File: src/rtl/rv_adc_if.sv
// rv_adc_if -- memory-mapped XADC result registers for the rv32 peripheral bus.
//
// A DRP master first writes the XADC sequencer configuration. It then polls the
// nine status channels round-robin and caches each 12-bit result. The CPU reads
// the cached results as read-only registers. Channel 0 (die temperature) is also
// driven out as device_temp for the memory controller.
//
// Ports:
//   clk, xreset        bus clock (also clocks the DRP interface), async active-low reset
//   adr, cs, re, we, dw  bus request; writes are accepted but have no effect
//   rdy                bus ready, always 1
//   dr                 registered read data, updated on cs&re edges
//   drp_*              DRP master port to the XADC primitive
//   device_temp        latest cached temperature code
//
// Register map (word addresses):
//   0..8   cached results drp_do[15:4]: temp, vccint, vccaux, vaux1, vaux2,
//          vaux4, vaux5, vaux9, vaux10
//   9      {err(sticky), 15'b0, completed poll rounds}
//   10..31 read as zero
module rv_adc_if #(
  parameter int unsigned POLL_GAP    = 64,
  parameter int unsigned DRP_TIMEOUT = 255
) (
  input  logic        clk,
  input  logic        xreset,
  input  logic [4:0]  adr,
  input  logic        cs,
  output logic        rdy,
  input  logic [3:0]  we,
  input  logic        re,
  input  logic [31:0] dw,
  output logic [31:0] dr,
  output logic [6:0]  drp_daddr,
  output logic        drp_den,
  output logic        drp_dwe,
  output logic [15:0] drp_di,
  input  logic [15:0] drp_do,
  input  logic        drp_drdy,
  output logic [11:0] device_temp
);

  localparam int unsigned NCH = 9;

  typedef enum logic [2:0] {
    S_INIT0,
    S_INIT1,
    S_INIT2,
    S_GAP,
    S_RD,
    S_WAIT,
    S_STORE
  } state_e;

  // DRP address of each cached channel, in polling order.
  function automatic logic [6:0] chan_addr(input logic [3:0] k);
    unique case (k)
      4'd0:    return 7'h00;
      4'd1:    return 7'h01;
      4'd2:    return 7'h02;
      4'd3:    return 7'h11;
      4'd4:    return 7'h12;
      4'd5:    return 7'h14;
      4'd6:    return 7'h15;
      4'd7:    return 7'h19;
      default: return 7'h1A;
    endcase
  endfunction

  state_e      state_q, state_d;
  state_e      ret_q, ret_d;          // where WAIT goes once the access ends
  logic [15:0] gap_cnt_q, gap_cnt_d;
  logic [15:0] tmo_cnt_q, tmo_cnt_d;
  logic [3:0]  k_q, k_d;
  logic [15:0] round_q, round_d;
  logic        err_q, err_d;
  logic        ok_q, ok_d;            // last access completed (not timed out)
  logic [11:0] rdata_q, rdata_d;
  logic [11:0] cache_q [NCH];
  logic [11:0] cache_d [NCH];
  logic [6:0]  daddr_q, daddr_d;
  logic        den_q, den_d;
  logic        dwe_q, dwe_d;
  logic [15:0] di_q, di_d;
  logic [31:0] dr_q, dr_d;
  logic [31:0] rd_val;

  // Bus write data/strobes and the low result nibble carry no information here.
  logic unused_bus;
  assign unused_bus = ^{we, dw, drp_do[3:0]};

  always_comb begin
    // NOTE: every signal gets a default before the case so no path leaves a
    // variable unassigned -- that is what keeps this block free of latches.
    state_d   = state_q;
    ret_d     = ret_q;
    gap_cnt_d = '0;
    tmo_cnt_d = '0;
    k_d       = k_q;
    round_d   = round_q;
    err_d     = err_q;
    ok_d      = ok_q;
    rdata_d   = rdata_q;
    cache_d   = cache_q;
    daddr_d   = daddr_q;
    den_d     = 1'b0;
    dwe_d     = dwe_q;
    di_d      = di_q;

    unique case (state_q)
      S_INIT0: begin
        den_d   = 1'b1;
        dwe_d   = 1'b1;
        daddr_d = 7'h41;
        di_d    = 16'h2000;          // continuous sequence mode
        ret_d   = S_INIT1;
        state_d = S_WAIT;
      end
      S_INIT1: begin
        den_d   = 1'b1;
        dwe_d   = 1'b1;
        daddr_d = 7'h48;
        di_d    = 16'h0701;          // temp, vccint, vccaux, calibration
        ret_d   = S_INIT2;
        state_d = S_WAIT;
      end
      S_INIT2: begin
        den_d   = 1'b1;
        dwe_d   = 1'b1;
        daddr_d = 7'h49;
        di_d    = 16'h0636;          // vaux 1, 2, 4, 5, 9, 10
        ret_d   = S_GAP;
        state_d = S_WAIT;
      end
      S_GAP: begin
        if (gap_cnt_q == 16'(POLL_GAP - 1)) state_d = S_RD;
        else                                gap_cnt_d = gap_cnt_q + 16'd1;
      end
      S_RD: begin
        den_d   = 1'b1;
        dwe_d   = 1'b0;
        daddr_d = chan_addr(k_q);
        di_d    = '0;
        ret_d   = S_STORE;
        state_d = S_WAIT;
      end
      S_WAIT: begin
        if (drp_drdy) begin
          ok_d    = 1'b1;
          rdata_d = drp_do[15:4];
          state_d = ret_q;
        end else if (tmo_cnt_q == 16'(DRP_TIMEOUT - 1)) begin
          // Abandon the access but carry on as if it had completed.
          ok_d    = 1'b0;
          err_d   = 1'b1;
          state_d = ret_q;
        end else begin
          tmo_cnt_d = tmo_cnt_q + 16'd1;
        end
      end
      S_STORE: begin
        if (ok_q) cache_d[k_q] = rdata_q;
        if (k_q == 4'(NCH - 1)) begin
          k_d     = '0;
          round_d = round_q + 16'd1;
        end else begin
          k_d = k_q + 4'd1;
        end
        state_d = S_GAP;
      end
      default: state_d = S_INIT0;
    endcase
  end

  always_comb begin
    rd_val = '0;
    if (adr < 5'd9)       rd_val = {20'b0, cache_q[adr[3:0]]};
    else if (adr == 5'd9) rd_val = {err_q, 15'b0, round_q};
    dr_d = (cs && re) ? rd_val : dr_q;
  end

  always_ff @(posedge clk or negedge xreset) begin
    if (!xreset) begin
      state_q   <= S_INIT0;
      ret_q     <= S_INIT1;
      gap_cnt_q <= '0;
      tmo_cnt_q <= '0;
      k_q       <= '0;
      round_q   <= '0;
      err_q     <= 1'b0;
      ok_q      <= 1'b0;
      rdata_q   <= '0;
      // NOTE: the cache is a handful of flops that software may read straight
      // after reset, so it is reset like any other register, not left as RAM.
      for (int i = 0; i < NCH; i++) cache_q[i] <= '0;
      daddr_q   <= '0;
      den_q     <= 1'b0;
      dwe_q     <= 1'b0;
      di_q      <= '0;
      dr_q      <= '0;
    end else begin
      // NOTE: non-blocking assignments here so every flop samples the values
      // from before this edge, independent of statement order.
      state_q   <= state_d;
      ret_q     <= ret_d;
      gap_cnt_q <= gap_cnt_d;
      tmo_cnt_q <= tmo_cnt_d;
      k_q       <= k_d;
      round_q   <= round_d;
      err_q     <= err_d;
      ok_q      <= ok_d;
      rdata_q   <= rdata_d;
      cache_q   <= cache_d;
      daddr_q   <= daddr_d;
      den_q     <= den_d;
      dwe_q     <= dwe_d;
      di_q      <= di_d;
      dr_q      <= dr_d;
    end
  end

  assign rdy         = 1'b1;
  assign dr          = dr_q;
  assign drp_daddr   = daddr_q;
  assign drp_den     = den_q;
  assign drp_dwe     = dwe_q;
  assign drp_di      = di_q;
  assign device_temp = cache_q[0];

endmodule

File: config.mk
export PLATFORM = sky130hd
export DESIGN_NAME = rv_adc_if
export DESIGN_NICKNAME = d
export VERILOG_FILES = /design/src/rtl/rv_adc_if.sv
export SDC_FILE = /design/constraint.sdc
export NUM_CORES = 1
export LEC_CHECK = 0
export CAP_MARGIN = 0
export CORE_MARGIN = 2
export CORE_UTILIZATION = 40
export DETAILED_ROUTE_END_ITERATION = 8
export GPL_TIMING_DRIVEN = 0
export PLACE_DENSITY = 0.62
export SLEW_MARGIN = 20
export SYNTH_ARGS = -nofsm -noshare
export SYNTH_HDL_FRONTEND = slang
export SYNTH_SLANG_ARGS = --single-unit
File: constraint.sdc
create_clock -name clk -period 2.9 [get_ports clk]
set_clock_uncertainty 0.1 [all_clocks]
set_input_delay 0.435 -clock clk [delete_from_list [all_inputs] [get_ports clk]]
set_output_delay 0.435 -clock clk [all_outputs]
set_load 0.05 [all_outputs]
# Yosys cells after proc, flatten, opt, wreduce, memory -nomap -nowiden
# Memory sizes are Yosys's and may differ from the RTL's.
# Index checks and enable logic that the tools add are counted.
[word_totals]
ff_bits = 237
romBits = 40
in_bits = 62
output_inout_bits = 70
elab_cells = 87
memories = 1
[classes]
addsub = 4
n_lt_le_gt_ge = 4
eq_ne = 12
mux = 26
bitwise_logic = 3
reduce_logical = 14
[memory_table]
columns = ["memory", "words", "width", "read_ports", "rd_clocked_by_memory_dff", "write_ports", "line_no", "rtl"]
rows = [
  ["(name not given)", 8, 5, 1, 0, 0, "57", "unique case (k)"],
]
[ops]
columns = ["op", "count"]
rows = [
  ["bitwise mux 108 bit", 1],
  ["2-to-1 mux 16 bit", 5],
  ["2-to-1 mux 32 bit", 2],
  ["one-hot mux 16 bit (4 select lines)", 1],
  ["adder 16 x 1 -> 16 bit, second input constant", 3],
  ["binary-select mux 12 bit (select 4 bit)", 1],
  ["demux 12 bit (select 4 bit)", 1],
  ["2-to-1 mux 12 bit", 3],
  ["one-hot mux 7 bit (4 select lines)", 1],
  ["one-hot mux 3 bit (4 select lines)", 2],
  ["== test 16 x 6 -> 1 bit, second input constant", 1],
  ["== test 16 x 8 -> 1 bit, second input constant", 1],
  [">= comparator 5 bit, second input constant", 2],
  ["inverter 4 -> 5 bit", 2],
  ["AND reduction 2 bit", 5],
  ["== test 3 bit, second input constant", 3],
  ["2-to-1 mux 3 bit", 3],
  ["2-to-1 mux 7 bit", 1],
  ["== test 3 x 2 -> 1 bit, second input constant", 2],
  ["== test 5 x 4 -> 1 bit, second input constant", 1],
  ["less-than comparator 5 x 1 -> 1 bit, second input constant", 1],
  ["less-than comparator 5 x 4 -> 1 bit, second input constant", 1],
  ["adder 4 x 1 -> 4 bit, second input constant", 1],
  ["== test 4 bit, second input constant", 1],
  ["14 further kinds", 18],
]

# Logic depth before layout (Yosys ltp)
# Gate-level depths: netlist of run 1.
[logic_depth]
depth_word = 6
ltp_mapped = 7
ltp_nobuf = 6

# Worst setup path after synthesis of run 1
# No wires, ideal clock.
[synth_path]
path_kind = "register -> register"
startpoint = "reg k_q[0]"
endpoint = "reg cache_q[10] in the netlist's numbering"
setup_ns = 0.125
arrival_time_ns = 1.669
required_ns = 2.675
slack_ns = 1.006
path_stages_with_launch = 8
n_path_buf = 1
period_less_slack_ns = 1.894
path_cell_list = "dfrtp_1 inv_1 ha_1 nand2_1 nor3_4 nand2_1 buf_2 mux2_2"
[synth_between]
elab_chain_cells = 6
elab_cells_between_ends = 7
cone_classes = "order compare (2); mux (3); bitwise (1); reduce/logical (1)"
[synth_lines]
columns = ["element", "line_no", "rtl"]
rows = [
  ["start: declaration", "74", "logic [3:0] k_q, k_d;"],
  ["start signal: assignment", "208", "k_q <= k_d;"],
  ["inverter 4 -> 5 bit (implied by the code) (*)", "162", "if (ok_q) cache_d[k_q] = rdata_q;"],
  [">= comparator 5 bit (implied by the code) or less-than comparator 5 x 1 -> 1 bit (tied branches)", "162", ""],
  ["logical AND 1 bit (implied by the code)", "162", ""],
  ["2-to-1 mux 12 bit (implied by the code)", "162", ""],
  ["demux 12 bit (select 4 bit) (*)", "162", ""],
  ["bitwise mux 108 bit (*)", "162", ""],
  ["end signal: assignment", "213", "cache_q <= cache_d;"],
  ["end: declaration", "79", "logic [11:0] cache_q [NCH];"],
]
# Every way passes the cells marked *; elsewhere a longest branch is shown, timed or not.
# A chain may end at the register's enable or synchronous reset.

==> flow_results.org, run 1 <==
** Run status
- The flow ran to the end, and the final reports show no timing, DRC or antenna violations.

** Clock network
- The number of gates resized after CTS was 0.
- Number of buffers added by the clock tree synthesis step :: 24
- H-tree levels :: 1
- Clock tree root buffer cell :: clkbuf_16
- CTS saw 209 sinks.
- TritonCTS built the clock tree.
- Register clock-pin slew on the reported worst setup and hold paths :: 0.06 ns
- The later pin in the worst-skew pair is clocked with a latency of 0.51 ns.
- Bufs on Longest Clock Path :: 3

** Final layout
- The post-route netlist has between 20% and 30% of its cells at a drive strength greater than 1.
- The finished layout holds 1290 standard cells, fillers aside.
- Number of antenna cells inserted :: 0
- Final standard cell area without fillers :: 0.0120 mm2
- After filler insertion, the fill cell instance count of the layout stands at around 2200.
- Total area of sequential cells :: 0.00523 mm2
- From synthesis to final layout, the design area changed by 19.9%.
- Multi-input gate area in the final layout :: between 0.004 and 0.005 mm2
- The final layout contains 1021 nets.

** Synth
- For this run, the number of Yosys warnings is 0.
- Sequential area share after synthesis :: 52.1%
- Post-synthesis instance area :: 0.0100 mm2
- In the synthesized netlist the async set-or-reset flop fraction comes to 100%.
- Synthesis produced between 800 and 900 cells.
- Number of distinct library cell variants in the gate-level netlist after synthesis :: 60
- Leading post-synthesis cells by instance count :: dfrtp_1 (208), mux2_2 (143), nor2_1 (58), nand2_1 (49), buf_4 (45)
- Cell with the most instances after synthesis :: dfrtp_1
- For this run, the leading register cell type out of synthesis is dfrtp_1.
- The synthesized design spends more area on one cell type than any other, namely dfrtp_1.
- A synthesized cell averages 12.1 um2.
- Yosys attributes the largest share of cell area to dfrtp_1 (52%), mux2_2 (16%), buf_4 (3.4%), a221oi_1 (2.7%), mux2i_1 (2.4%).
- EDFF count, synth :: 0
- The synthesized design contains 209 register bits.
- Synth top area share :: between 50% and 60%

** GRT
- GRT Residual Overflow :: 0
- Pin count of the biggest net entering global routing :: slightly below 100
- Global routing consumed, over all layers together, 17.4% of the routing resources.
- The initial antenna violation count is 0.
- Via count of the first global-routing pass :: 6540
- The first global-routing pass estimated 36400 um of wire.

** Place
- After legalization and detailed placement, the total HPWL measured 15300 um.
- Worst slack after detailed placement :: 0.0423 ns
- The number of placed instances, taps included, is about 1200.
- Placed Area :: 0.0112 mm2
- In this run the tool buffered the top-level ports with 66 buffer cells.
- Placer congestion estimate :: about 0.81

** Worst setup path
- The worst setup path is launched from a register.
- The number of buffers and inverters on the critical path is 2.
- By startpoint and endpoint, the worst setup path is classified as register to primary output.
- Worst path required time :: 2.37 ns
- Slowest cell on the critical path :: clkdlybuf4s50_1
- Worst path arrival time :: 1.87 ns
- In this run the worst path has a maximum fanout of 6.
- Critical path's top delay family :: buffers and inverters
- In this design, the stage delay of the slowest critical-path cell is 0.81 ns.
- STA classifies the critical path endpoint as a primary output.
- The critical path goes through buf_4 -> clkdlybuf4s50_1.

** Floorplanning
- For this configuration, the core starts out at a cell density of 41.0%.
- Area enclosed by the die boundary :: roughly 0.026 mm2
- In this run the count of I/O pins placed on the die edge is ~130.
- Row cnt :: 57
- Width of the die :: 162 um
- The total area inside the core boundary comes to 0.0245 mm2.
- The die is about 160 um tall.

** Pwr
- Static leakage power :: between 5 and 6 nW
- Tot Pwr :: 6.31 mW
- IR drop worst, VDD :: 310 uV
- For this design the ratio of total power to cell area is 524 mW/mm2.

** Drt
- Number of DRC violations after detailed routing :: 0
- The routed design uses 10100 um of met2 wire.
- Number of DRC violations after detailed-routing iteration 0 :: 420
- Routed wire length :: roughly 22000 um
- Signal routing reaches up to met4.
- Per-cell routed wire length :: around 17 um
- Dividing the detail-routed via count by the number of cells gives 5.13.
- Final antenna-violating net count :: 0
- Routed wl met3 :: roughly 920 um
- After detailed routing, the wire length on met1 is approximately 11000 um.
- The final route contains 6622 vias.
- Length of the first detailed-routing pass in iterations :: 4

** STA
- Final count of hold timing violations :: 0
- Final worst path period share :: 83.0%
- After routing, the total negative slack on setup checks comes to 0 ns.
- Worst setup margin :: 0.493 ns
- Worst-Margin Slew :: just over 1 ns
- Slew Viols, Final :: 0
- Final count of negative-setup-slack endpoints :: 0
- The clock period could shrink to 2.41 ns.
- Headroom to the max-slew limit :: between 30% and 40%
- Max Clock Freq :: 0.415 GHz
- Setup repair after global routing left no endpoint under its margin.

** Worst hold path
- The tightest min-delay check is of the primary input to asynchronous set/reset pin type.

** Flow run
- Max-cap violations in this run came to 0.
routing by layer:
metal  up-vias  global-route usage [%]
met3        34                    2.65
met4         0                    4.47
met1      3288                    25.7
met5         -                       0
li1       3154                       -
met2       146                    26.8
layout make-up:
cell class / count / share of cell area [%]
sequential: 209 / 43.5
multi-input combinational: 540 / 35.2
clock buffer: 39 / 6.13
timing repair buffer: 69 / 6.07
buffer: 93 / 4.99
tap: 324 / 3.37
clock inverter: 4 / 0.374
inverter: 12 / 0.374
final timing paths:
path,from,end,slack (ns),depth (start not counted)
min reg2reg,dr[14]$_DFFE_PN0P_,dr[14]$_DFFE_PN0P_,0.36,2
min,xreset,gap_cnt_q[13]$_DFF_PN0_,0.33,2
min in group clk,dr[14]$_DFFE_PN0P_,dr[14]$_DFFE_PN0P_,0.36,2
max,drp_di[5]$_DFFE_PN0P_,drp_di[4],0.49,2
max reg2reg,k_q[0]$_DFFE_PN0N_,round_q[6]$_DFFE_PN0P_,0.57,6
max in group asynchronous,xreset,cache_q[68]$_DFFE_PN0P_,1.56,3
logic make-up (layout without fill, tap and decap cells):
kind of cell	after synthesis	count (layout)	share of synthesized area (%)
AO/OA/AOI/OAI	89	89	6.53
XOR/XNOR	44	44	3.84
adder cells (fa/ha/maj)	10	10	1.25
buffers and inverters	105	217	6.43
flip-flops	209	209	52.1
multiplexers	170	170	19.1
other	2	24	0.0748
AND/OR/NAND/NOR	203	203	10.6
worst reg2reg max path, cell delays in order (launching register included):
cell and delay [ns]:
dfrtp_1 0.45, inv_1 0.12, ha_1 0.25, nand2_1 0.24
nor4_2 0.65, and4_1 0.30, xor2_1 0.14
stage by stage:
stage / util, % / hold slack (ns)
2_1_floorplan: - / 0.0394
3_3_place_gp: 45.7 / 0.348
3_5_place_dp: 46.0 / 0.289
4_1_cts: 49.2 / 0.345
5_1_grt: 49.2 / 0.374
6_report: 49.2 / 0.328
flip-flops by register name, summed over array words and instances, names as in the netlist:
name / count
ok_q: 1
dr: 17
ret_q: 3
drp_dwe: 1
drp_daddr: 6
gap_cnt_q: 16
round_q: 16
state_q: 3
k_q: 4
cache_q: 96
rdata_q: 12
drp_den: 1
tmo_cnt_q: 16
drp_di: 4
err_q: 1
device_temp: 12
report_power, final:
part	leakage, nW	internal [mW]	switching, mW
Combinational	2.46	0.124	0.276
Clock	0.387	1.82	1.15
Sequential	2.87	2.93	0.0112
cells in the final DEF (no fill, tap or decap), types with 17 or more instances in the layout:
master,synthesis,final
a221oi_1,31,31
clkbuf_16,0,25
mux2_2,143,143
dfrtp_1,208,208
nor2_1,58,58
conb_1,2,24
clkdlybuf4s50_1,0,65
buf_2,17,17
mux2i_1,24,24
buf_4,45,45
nand3_1,23,23
clkbuf_1,10,18
xor2_1,18,18
xnor2_1,26,26
nand2_1,49,49
what timing repair did:
action	in CTS	in global routing
hold buffers	1	0
buffers inserted	0	0
endpoints found under the setup margin	0	0
hold endpoints to repair	52	0
Note: power is estimated with default switching activity, not from simulation.
==> run 2: changes to the inputs <==
- clock period: 2.9 -> 2.5 ns (I/O delays scaled with it)
==> run 2 against run 1 <==
  * Core utilization hardly changed
  * Critical path depth stayed put
  * Largest cell class unchanged
  * Combinational power is 16% higher
  * Sequential share of layout area hardly changed
  * Cell area hardly changed
  * Global-route usage stayed put
  * Non-clock buffer count stayed put
==> flow_results.org, run 2 (synthesis results as in run 1) <==
** Run status
- Run status: finished clean (unchanged).

** Final layout
- Number of flip-flops in the largest register :: 96 (unchanged)
- The leading cell type in the layout, fill and taps excluded was dfrtp_1 (unchanged).
- Number of antenna cells inserted :: 0 (unchanged)
- Fraction of layout cells with a size suffix above 1 :: 27.3% (unchanged)
- The post-layout net count was 1021 (unchanged).
- Commonest cells after routing, fill and taps aside :: dfrtp_1 (208), mux2_2 (143), clkdlybuf4s50_1 (65) (unchanged)
- The register containing the most flip-flops in the final layout is cache_q (unchanged).
- The signed area change from the synthesized netlist to the final layout is 20.0% (was 19.9%).
- Non-filler instance count after layout :: 1290 (unchanged)
- The final design instance area without fill came to 0.0120 mm2 (about the same).

** GRT
- Pin count of the biggest net entering global routing :: 97 (unchanged)
- Via count of the first global-routing pass :: 6540 (unchanged)
- GRT Residual Overflow :: 0 (unchanged)
- GRT Total Usage :: 17.4% (unchanged)
- The initial antenna violation count was 0 (unchanged).
- The first-pass GRT wire length was 36400 um (unchanged).

** Drt
- The number of design rule violations left after detail routing was 0 (unchanged).
- Length of the first detailed-routing pass in iterations :: 4 (unchanged)
- The DRC violation total after the first TritonRoute iteration was 415 (was 420).
- The average via count per standard cell is 5.13 (about the same).
- The routed via count came to 6616 (was 6622).
- The wire length per cell after detailed routing was 17.2 um (about the same).
- The sum of routed wire length over all layers is 22100 um (was 22200 um).
- The post-detailed-route count of antenna-violating nets is 0 (unchanged).

** Place
- Placer congestion estimate :: 0.814 (unchanged)
- Cell count after placement :: 1246 (unchanged)
- Worst slack after detailed placement :: -0.298 ns (was 0.0423 ns)
- The half-perimeter wire length after detailed placement is 15300 um (unchanged).
- Placed Area :: 0.0112 mm2 (unchanged)
- Port buffer count :: 66 (unchanged)

** Clock network
- The clock root buffer was clkbuf_16 (unchanged).
- Post-CTS setup-driven buffer insertion count :: 0 (unchanged)
- TritonCTS clock tree :: yes (unchanged)
- The number of buffers on the longest clock path came to 3 (unchanged).
- Register clock-pin slew on the reported worst setup and hold paths :: 0.06 ns (about the same)
- H-tree levels :: 1 (unchanged)
- Number of buffers added by the clock tree synthesis step :: 24 (unchanged)
- The clock latency of the later-clocked register in the worst-skew pair is 0.51 ns (about the same).
- The CTS sink count was 209 (unchanged).

** Pwr
- Static leakage power :: 5.73 nW (was 5.72 nW)
- IR drop worst, VDD :: 360 uV (was 310 uV)
- Power Dens Cells :: 608 mW/mm2 (was 524 mW/mm2)

** STA
- Slew Viols, Final :: 0 (unchanged)
- Setup total negative slack :: 0 ns (unchanged)
- Unrepaired setup endpoints after global routing: false (unchanged).
- Final worst path period share :: 93.9%
- Minimum hold slack :: 0.268 ns (was 0.328 ns)
- The final number of hold-violating endpoints is 0 (unchanged).
- Worst setup margin :: 0.153 ns (was 0.493 ns)
- Headroom to the max-slew limit :: 30.9% (was 31.5%)
- The total of endpoints with negative setup slack in the final report is 0 (unchanged).
- Max Clock Freq :: 0.426 GHz
- Crit path time final :: 2.35 ns
- Worst-Margin Slew :: 1.03 ns (was 1.02 ns)

** Worst setup path
- Maximum fanout along the worst path :: 6 (unchanged)
- The end of the worst register-to-register path is cache_q[1]$_DFFE_PN0P_ (was round_q[6]$_DFFE_PN0P_).
- Category of the worst setup path capture point :: primary output (unchanged)
- Worst R2R Start :: k_q[0]$_DFFE_PN0N_ (unchanged)
- Worst path arrival time :: 1.87 ns (about the same)
- The startpoint kind of the worst setup timing path was a register (unchanged).
- The register-to-register setup slack was 0.20 ns (was 0.57 ns).
- The path depth of the worst reg2reg path is 7 (was 6).
- The type of the worst setup path is register to primary output (unchanged).
- Worst path required time :: 2.03 ns (was 2.37 ns)

** Floorplanning
- The height of the die was 162 um (unchanged).
- Row cnt :: 57 (unchanged)
- The number of placed I/O pins was 132 (unchanged).
- Starting utilization of the core area :: 41.0% (unchanged)
- Width of the die :: 162 um (unchanged)
- The die footprint is 0.0264 mm2 (unchanged).
- The core box area was 0.0245 mm2 (unchanged).

** Flow run
- The max-cap check violation count was 0 (unchanged).

** Worst hold path
- Classification of the worst-slack hold path :: primary input to asynchronous set/reset pin (unchanged)
-- run 2: cell counts in the layout (fill, tap and decap cells not counted) --
No cell type changed its count.
-- run 2: layout make-up --
class	count	area, um2
fillers	2210	12400
flip-flops and latches	209	5230
multi-input cells	540	4250
clock buffers	39	738
repair buffers	69	731
plain buffers	93	601
well taps	324	405
clock inverters	4	45.0
inverters	12	45.0
-- run 2: critical path: stages, from the launching register on --
cell             delay [ns]
dfrtp_1                0.42
buf_4                  0.14
clkdlybuf4s50_1        0.81
-- run 2: worst max-delay path by stage --
stage | start | end | slack, ns
detailed placement | adr[0] | dr[8]$_DFFE_PN0P_ | -0.30
finish | drp_di[5]$_DFFE_PN0P_ | drp_di[4] | 0.15
floorplan | k_q[0]$_DFFE_PN0N_ | cache_q[10]$_DFFE_PN0P_ | 0.61
global placement | xreset | round_q[5]$_DFFE_PN0P_ | -8.11
global route | adr[0] | dr[6]$_DFFE_PN0P_ | 0.02
CTS | k_q[0]$_DFFE_PN0N_ | round_q[6]$_DFFE_PN0P_ | 0.08
-- run 2: per-layer routing --
layer / track usage (%) / routed length, um / share of wire, % / up-vias
li1: - / - / - / 3153
met1: 25.7 / 10800 / 49 / 3282
met4: 4.47 / 401 / 1.8 / 0
met2: 26.8 / 10100 / 45 / 147
met3: 2.65 / 921 / 4.2 / 34
met5: 0 / 0 / 0 / -
-- run 2: timing repair --
item | CTS | global route
setup endpoints to repair | 0 | 6
hold buffers | 1 | 0
hold endpoints to repair | 52 | 0
resized for setup | 0 | 1
-- run 2: report_power, final --
| part | switching, mW | internal (mW) | total, mW |
|---|---|---|---|
| registers | 0.0130 | 3.40 | 3.42 |
| logic | 0.320 | 0.144 | 0.464 |
| clock network | 1.33 | 2.11 | 3.44 |
-- run 2: per-stage QoR --
stage	power [mW]	util [%]
finish	7.32	49.2
detailed placement	3.95	46.0
global route	7.60	49.2
floorplan	3.75	-
CTS	7.42	49.2
global placement	3.94	45.7
==> run 3: changes to the inputs <==
- CORE_MARGIN: 2 -> 3
- CORE_UTILIZATION: 40 -> 55
- PLACE_DENSITY: 0.62 -> 0.81
==> run 3 against run 2 <==
  * Count of clock-buffer cells in the layout is 7 lower
  * Die area shrank 25%
  * Global-route usage increased by 5.5 points
  * Sequential power about the same
  * Wire length up 2.0%
  * Critical path depth did not move
  * Worst hold slack worse by 0.043 ns
  * Cell area decreased by 1.8%
  * Combinational power barely moved
  * Core utilization increased by 18 points
  * Critical path type unchanged
  * Critical endpoint is now drp_di[5]
==> flow_results.org, run 3 (synthesis results as in run 1) <==
** Final layout
- Top register by number of flip-flops :: cache_q (unchanged)
- Layout-stage area growth over the synthesis result :: 17.8% (was 20.0%)
- The number of cells in the finished layout apart from fillers was 1185 (was 1290).
- Number of antenna cells inserted :: 0 (unchanged)
- Most common library cell in the layout ignoring fill and taps :: dfrtp_1 (unchanged)
- Fraction of layout cells with a size suffix above 1 :: 27.3% (about the same)
- The flip-flop count of the largest register, all copies and words added came to 96 (unchanged).
- Core Util, Final :: 67.2% (was 49.2%)
- Final standard cell area without fillers :: 0.0118 mm2 (was 0.0120 mm2)
- The post-layout net count is 1019 (was 1021).
- Commonest cells after routing, fill and taps aside: dfrtp_1 (208), mux2_2 (143), clkdlybuf4s50_1 (65) (unchanged).

** Floorplanning
- Width of the die :: 141 um (was 162 um)
- DIE HEIGHT :: 141 um (was 162 um)
- The total number of placement rows came to 48 (was 57).
- Area enclosed by the die boundary :: 0.0199 mm2 (was 0.0264 mm2)
- Starting utilization of the core area :: 57.0% (was 41.0%)
- I/O pins :: 132 (unchanged)
- Total core area :: 0.0176 mm2 (was 0.0245 mm2)

** Worst setup path
- Maximum fanout along the worst path :: 6 (unchanged)
- The arrival time of the worst setup path is 1.90 ns (was 1.87 ns).
- Worst path required time :: 2.03 ns (about the same)
- Category of the worst setup path capture point :: primary output (unchanged)
- The startpoint kind of the worst setup timing path was a register (unchanged).
- The type of the worst setup path was register to primary output (unchanged).

** Drt
- The number of design rule violations left after detail routing is 0 (unchanged).
- The average via count per standard cell is 5.81 (was 5.13).
- The post-detailed-route count of antenna-violating nets is 0 (unchanged).
- The sum of routed wire length over all layers came to 22600 um (was 22100 um).
- The wire length per cell after detailed routing came to 19.1 um (was 17.2 um).
- The DRC violation total after the first TritonRoute iteration came to 515 (was 415).
- Vias after detailed routing :: 6881 (was 6616)
- Length of the first detailed-routing pass in iterations :: 5 (was 4)

** Place
- The pre-CTS setup slack came to -0.246 ns (was -0.298 ns).
- The cell count after placement came to 1147 (was 1246).
- The final weighted congestion in routability-driven placement was 0.843 (was 0.814).
- DPL Wire Length :: 15000 um (was 15300 um)
- Placed Area :: 0.0111 mm2 (was 0.0112 mm2)
- Port buffer count :: 66 (unchanged)

** Pwr
- The share of power burned in registers was 48.8% (was 46.7%).
- Fraction of power consumed by combinational cells :: 6.6% (was 6.3%)
- Int Pwr :: 5.36 mW (was 5.66 mW)
- The leakage power of the design is 5.69 nW (was 5.73 nW).
- Power Dens Cells :: 592 mW/mm2 (was 608 mW/mm2)
- The relative contribution of the clock network to total power is 44.6% (was 47.0%).
- Net switching power :: 1.63 mW (was 1.67 mW)
- Fraction of power spent switching nets :: 23.4% (was 22.8%)
- The maximum vdd ir drop was 470 uV (was 360 uV).
- The sum of internal, switching and leakage power was 7.00 mW (was 7.32 mW).

** Clock network
- H-tree levels :: 1 (unchanged)
- Register clock-pin slew on the reported worst setup and hold paths :: 0.06 ns (about the same)
- The number of buffers added for setup after CTS is 0 (unchanged).
- The number of buffers created by CTS came to 22 (was 24).
- Clk_lat worst skew :: 0.50 ns (was 0.51 ns)
- Clock tree root buffer cell :: clkbuf_16 (unchanged)
- The CTS sink count came to 209 (unchanged).
- TritonCTS clock tree :: yes (unchanged)
- The number of buffers on the longest clock path came to 3 (unchanged).

** STA
- Slew Viols, Final :: 0 (unchanged)
- The aggregate negative setup slack is 0 ns (unchanged).
- The final worst-path setup slack came to 0.129 ns (was 0.153 ns).
- Final count of hold timing violations :: 0 (unchanged)
- The relative slew slack is 33.7% (was 30.9%).
- The transition at the pin with the smallest max-transition slack came to 0.990 ns (was 1.03 ns).
- The final critical-path required period was 2.37 ns (was 2.35 ns).
- Final worst path period share :: 94.8% (was 93.9%)
- Unrepaired setup endpoints after global routing :: false (unchanged)
- Max Clock Freq :: 0.422 GHz (was 0.426 GHz)
- The total of endpoints with negative setup slack in the final report was 0 (unchanged).
- Minimum hold slack :: 0.225 ns (was 0.268 ns)

** GRT
- Global-route wire length before repair :: 36900 um (was 36400 um)
- The leftover overflow at the end of global routing was 0 (unchanged).
- The number of global-route vias before repair came to 7040 (was 6540).
- The largest net degree at the start of global routing came to 100 (was 97).
- GRT Total Usage :: 22.8% (was 17.4%)
- The initial antenna violation count came to 0 (unchanged).

** Run status
- Run status :: finished clean (unchanged)

** Worst hold path
- Classification of the worst-slack hold path :: primary input to asynchronous set/reset pin (unchanged)

** Flow run
- The max-cap check violation count came to 0 (unchanged).
-- run 3: changes by cell type in the layout (fill, tap and decap cells not counted) --
| cell | delta |
|---|---|
| clkinv_2 | +2 |
| clkbuf_8 | -1 |
| clkbuf_1 | -4 |
| clkbuf_16 | -2 |
| bufinv_16 | -1 |
-- run 3: per-layer routing --
layer  global-route usage (%)  wire (um)  part of all wire (%)  up-vias
met4                     7.09        553                   2.4        0
met1                     31.1       9790                    43     3474
met3                     3.39       1230                   5.5       55
met5                        0          0                     0        -
met2                     38.0      11000                    49      214
li1                         -          -                     -     3138
-- run 3: worst paths after layout --
kind	slack (ns)	cells past startpoint	start	end
max	0.13	2	drp_di[5]$_DFFE_PN0P_	drp_di[5]
min	0.23	2	xreset	gap_cnt_q[13]$_DFF_PN0_
max reg2reg	0.15	7	k_q[0]$_DFFE_PN0N_	cache_q[4]$_DFFE_PN0P_
min reg2reg	0.36	2	dr[14]$_DFFE_PN0P_	dr[14]$_DFFE_PN0P_
max in group asynchronous	1.34	3	xreset	cache_q[88]$_DFFE_PN0P_
min in group clk	0.36	2	dr[14]$_DFFE_PN0P_	dr[14]$_DFFE_PN0P_
-- run 3: power groups by stage --
| stage | sequential, mW | clock, mW | combinational, mW |
|---|---|---|---|
| floorplan | 3.55 | 0 | 0.202 |
| global placement | 3.48 | 0 | 0.449 |
| detailed placement | 3.48 | 0 | 0.464 |
| CTS | 3.41 | 3.15 | 0.467 |
| global route | 3.41 | 3.30 | 0.496 |
| finish | 3.41 | 3.12 | 0.465 |
-- run 3: timing repair --
| item | CTS | global route |
|---|---|---|
| resized for setup | 0 | 1 |
| endpoints found under the hold margin | 28 | 0 |
| hold buffers | 1 | 0 |
| endpoints found under the setup margin | 0 | 1 |
-- run 3: final cells by class --
class | instances | area [um2]
sequential | 209 | 5230
buffer | 93 | 601
fill | 1299 | 5770
inverter | 12 | 45.0
clock buffer | 32 | 659
tap | 225 | 282
multi-input combinational | 540 | 4250
clock inverter | 5 | 25.0
timing repair buffer | 69 | 731
-- run 3: worst max-delay path, stage by stage (launching register included) --
cell,delay [ns]
dfrtp_1,0.44
buf_4,0.14
clkdlybuf4s50_1,0.81
